==> src/rtl/pong_input_debounce.sv <==
// Paddle button conditioner: 2-flop synchroniser plus per-channel debounce counter.
// Optional PRESS_PULSE_EN macro adds a one-cycle press strobe output.
module pong_input_debounce #(
  parameter int unsigned CLK_HZ          = 25_175_000,
  parameter int unsigned DEBOUNCE_MS     = 10,
  parameter int unsigned DEBOUNCE_CYCLES = CLK_HZ / 1000 * DEBOUNCE_MS,
  parameter int unsigned CNT_W           = $clog2(DEBOUNCE_CYCLES + 1)
) (
  input  logic       clk_0,
  input  logic       rst,
  input  logic [3:0] btn_n_raw,
  output logic [3:0] btn_n_clean
`ifdef PRESS_PULSE_EN
  ,
  output logic [3:0] press_pulse
`endif
);

  typedef enum logic {STABLE, CANDIDATE} state_e;

  localparam logic [CNT_W-1:0] CNT_LAST = CNT_W'(DEBOUNCE_CYCLES - 1);

  logic [3:0]       s1, s2;
  logic [3:0]       clean_q, clean_d;
  logic [CNT_W-1:0] cnt_q   [4];
  logic [CNT_W-1:0] cnt_d   [4];
  state_e           state_q [4];
  state_e           state_d [4];

  always_ff @(posedge clk_0) begin
    if (!rst) begin
      s1      <= '1;
      s2      <= '1;
      clean_q <= '1;
      for (int unsigned i = 0; i < 4; i++) begin
        cnt_q[i]   <= '0;
        state_q[i] <= STABLE;
      end
    end else begin
      s1      <= btn_n_raw;
      s2      <= s1;
      clean_q <= clean_d;
      for (int unsigned i = 0; i < 4; i++) begin
        cnt_q[i]   <= cnt_d[i];
        state_q[i] <= state_d[i];
      end
    end
  end

  // A candidate commits on its DEBOUNCE_CYCLES-th consecutive mismatching sample.
  always_comb begin
    clean_d = clean_q;
    for (int unsigned i = 0; i < 4; i++) begin
      cnt_d[i]   = cnt_q[i];
      state_d[i] = state_q[i];
      if (s2[i] == clean_q[i]) begin
        cnt_d[i]   = '0;
        state_d[i] = STABLE;
      end else if (cnt_q[i] == CNT_LAST) begin
        clean_d[i] = s2[i];
        cnt_d[i]   = '0;
        state_d[i] = STABLE;
      end else begin
        cnt_d[i]   = cnt_q[i] + CNT_W'(1);
        state_d[i] = CANDIDATE;
      end
    end
  end

  assign btn_n_clean = clean_q;

`ifdef PRESS_PULSE_EN
  logic [3:0] clean_d1;

  always_ff @(posedge clk_0) begin
    if (!rst) begin
      clean_d1    <= '1;
      press_pulse <= '0;
    end else begin
      clean_d1    <= clean_q;
      press_pulse <= clean_d1 & ~clean_q;
    end
  end
`endif

endmodule

==> config.mk <==
export PLATFORM = sky130hd
export DESIGN_NAME = pong_input_debounce
export DESIGN_NICKNAME = d
export VERILOG_FILES = /design/src/rtl/pong_input_debounce.sv
export SDC_FILE = /design/constraint.sdc
export NUM_CORES = 1
export LEC_CHECK = 0
export CORE_MARGIN = 2
export CORE_UTILIZATION = 55
export CTS_BUF_LIST = sky130_fd_sc_hd__clkbuf_16
export DETAILED_ROUTE_END_ITERATION = 8
export GPL_ROUTABILITY_DRIVEN = 0
export PLACE_DENSITY = 0.68
export REMOVE_ABC_BUFFERS = 1
export SKIP_LAST_GASP = 1
export SLEW_MARGIN = 40
export SYNTH_ARGS = -nofsm -noshare
export SYNTH_HDL_FRONTEND = slang
export SYNTH_SLANG_ARGS = --single-unit
export TNS_END_PERCENT = 5
==> constraint.sdc <==
create_clock -name clk_0 -period 2.1 [get_ports clk_0]
set_input_delay 0.63 -clock clk_0 [delete_from_list [all_inputs] [get_ports clk_0]]
set_output_delay 0.63 -clock clk_0 [all_outputs]
set_load 0.05 [all_outputs]
==> metrics.cfg <==
[power]
pwr_density_cell_mw_per_mm2=809
p_leak_nw=1.33
peakVddDrop_mv=0.548

[floorplanning]
top_level_ports=10
core_mm2=0.00672
rows=30
fp.dieW_um=87.0
die-area_mm2=0.00758
die_h_um=87.0
start_util_pct=56.4

[yosys]
ys_warn_count=0
synth_area_per_cell_um2=8.99
synth_top_area_share_pct=44.3
netlist_instances=422
synth_area_leaders=dfxtp_1, xnor2_1, nor2_1
synth_edf_count=0
synthDistinctLibCells=41
ys_async_sr_fraction_pct=0
synth_area_mm2=0.00379
ys.flop_type=dfxtp_1
ys_seq_elements=84
yosysSeqAreaShare_pct=44.3
synth_area_leader_cell=dfxtp_1

[run]
max_cap_violations=0

[sta]
layout_min_cycle_time_ns=1.85
relSlewSlack_pct=52.6
finalWorstSetupSlack_ns=0.249
fin_crit_sh_pct=88.2
tightest_slew_ns=0.711
finalMaxSlewViolations=0
whs_ns=0.407
fin_skew_ns=0.0102
fmax_ghz=0.540
fin_tns_setup_ns=0
finalHoldViolCount=0
rsz0062_at_grt=false
setup_viol=0

[detailed_routing]
detail_route.wl_per_cell_um=13.2
routed_wl_um=6840
antenna_left=0
drt-pass1-iter-count=4
via_count=2917
drtIter0Drc=62
drc=0
avgViaCountPerCell=5.63

[cts]
cts_inserted_buffers=9
postCtsHoldBufs=0
cts_buffer_depth=2
clk_pin_slew_ns=0.06
clkSinkCount=84
post_cts_buffers=0
htreeDepth=3
root_buffer=clkbuf_16
clk-insertion-delay-late_ns=0.33
cts_resized=0
cts_tree=done

[worst_setup_path]
cp-start-kind=flop
cp.arrival_ns=2.04
crit_fanout=18
critPathRequiredTime_ns=2.29
rr_startpoint=cnt_q[0][36]$_SDFF_PP0_
startpoint=cnt_q[0][36]$_SDFF_PP0_
critical_path.cell_chain=ha_1 -> nand2_1 -> or4_4 -> o211ai_4 -> nor2_1
endpoint_kind=flop
cp_slowest_cell=or4_4
worstSetupPathType=reg2reg
max_stage_delay_ns=0.54

[worst_hold_path]
min-delay-path-class=reg2reg
holdCritStartpoint=s1[0]$_SDFF_PN1_

[global_route]
antenna_found_initial=0
grt_pass1_wl_um=12000
first_global_vias=2825
grt_max_degree=19
grt_usage_pct=19.8
grt-ovfl-total=0

[run_status]
status=completed

[placed_design]
dpl_cell_area_mm2=0.00392
dp_hpwl_um=4610
portBuffers=9
dpl_worst_slack_ns=0.223

[cells_and_area]
syn_to_final_growth_pct=12.4
fin_area_mm2=0.00426
drive_above_1_share_pct=7.99
n_antenna_cell=0
fin_nets=447

==> cell usage after synthesis (7+ instances only) <==
master    instances
dfxtp_1          84
nor2_1           71
nand4_1          32
xnor2_1          31
nand3_1          29
xor2_1           28
nand2_1          18
inv_1            17
nor4_1           13
a21oi_1           9
ha_1              8
nand2b_1          8
o21ai_0           8
or3_1             8
and4_1            7
nor3_1            7
==> final timing paths <==
| check | to | slack (ns) | depth (start not counted) |
|---|---|---|---|
| max | cnt_q[0][48]$_SDFF_PP0_ | 0.25 | 5 |
| min | s2[0]$_SDFF_PN1_ | 0.41 | 1 |
| max reg2reg | cnt_q[0][48]$_SDFF_PP0_ | 0.25 | 5 |
| min reg2reg | s2[0]$_SDFF_PN1_ | 0.41 | 1 |
==> cells by family (layout without fill, tap and decap cells) <==
logic type | after synthesis | in the layout | share of synthesized area (%)
flip-flops | 84 | 84 | 44.3
adder cells (fa/ha/maj) | 8 | 8 | 2.64
buffers and inverters | 30 | 46 | 4.09
AO/OA/AOI/OAI | 27 | 27 | 5.48
XOR/XNOR | 59 | 59 | 13.6
AND/OR/NAND/NOR | 214 | 214 | 29.8
==> cell usage in the layout (no fill, tap or decap), types with 7 or more instances in the layout <==
| cell type | n |
|---|---|
| dfxtp_1 | 84 |
| nor2_1 | 71 |
| nand4_1 | 32 |
| xnor2_1 | 31 |
| nand3_1 | 29 |
| xor2_1 | 28 |
| inv_1 | 18 |
| nand2_1 | 18 |
| nor4_1 | 13 |
| a21oi_1 | 9 |
| clkbuf_16 | 9 |
| nand2b_1 | 8 |
| o21ai_0 | 8 |
| or3_1 | 8 |
| ha_1 | 8 |
| and4_1 | 7 |
| nor3_1 | 7 |
| buf_4 | 7 |
==> layout make-up <==
type	count	area, um2
clock inverter	7	115
clock buffer	9	225
inverter	17	63.8
multi-input combinational	308	1960
fill	581	2450
timing repair buffer	13	123
tap	80	100
sequential	84	1680
==> routing by layer <==
metal	part of all wire, %	vias up	global-route usage (%)
met5	0	-	0
met4	1.5	0	9.38
met3	2.0	9	3.60
met2	48	27	33.7
met1	48	1386	24.0
li1	-	1495	-
==> flip-flops by register name, indices dropped and copies added (netlist names) <==
name	flops
btn_n_clean	4
cnt_q	72
s1	4
s2	4
==> critical path, delay by kind of cell, from the launching register on <==
| kind | cells | cell delay (ns) |
|---|---|---|
| adders and majority gates | 1 | 0.18 |
| DFF | 1 | 0.41 |
| and+or+nand+nor | 3 | 0.69 |
| AOI/OAI and AO/OA | 1 | 0.44 |
==> stage by stage <==
stage / utilization (%) / cells / total power [mW]
floorplan: - / 409 / 1.66
detailed placement: 58.4 / 502 / 1.69
CTS: 63.5 / 518 / 3.49
global route: 63.5 / 518 / 3.57
finish: 63.5 / 518 / 3.45
global placement: 58.4 / 502 / 1.69
==> power breakdown <==
part           switching, mW  total (mW)  leakage (nW)  internal (mW)
logic                 0.0254      0.0492         0.487         0.0238
registers            0.00527        1.61         0.679           1.60
clock network          0.633        1.79         0.169           1.16
Power figures use the tool's default switching activity.
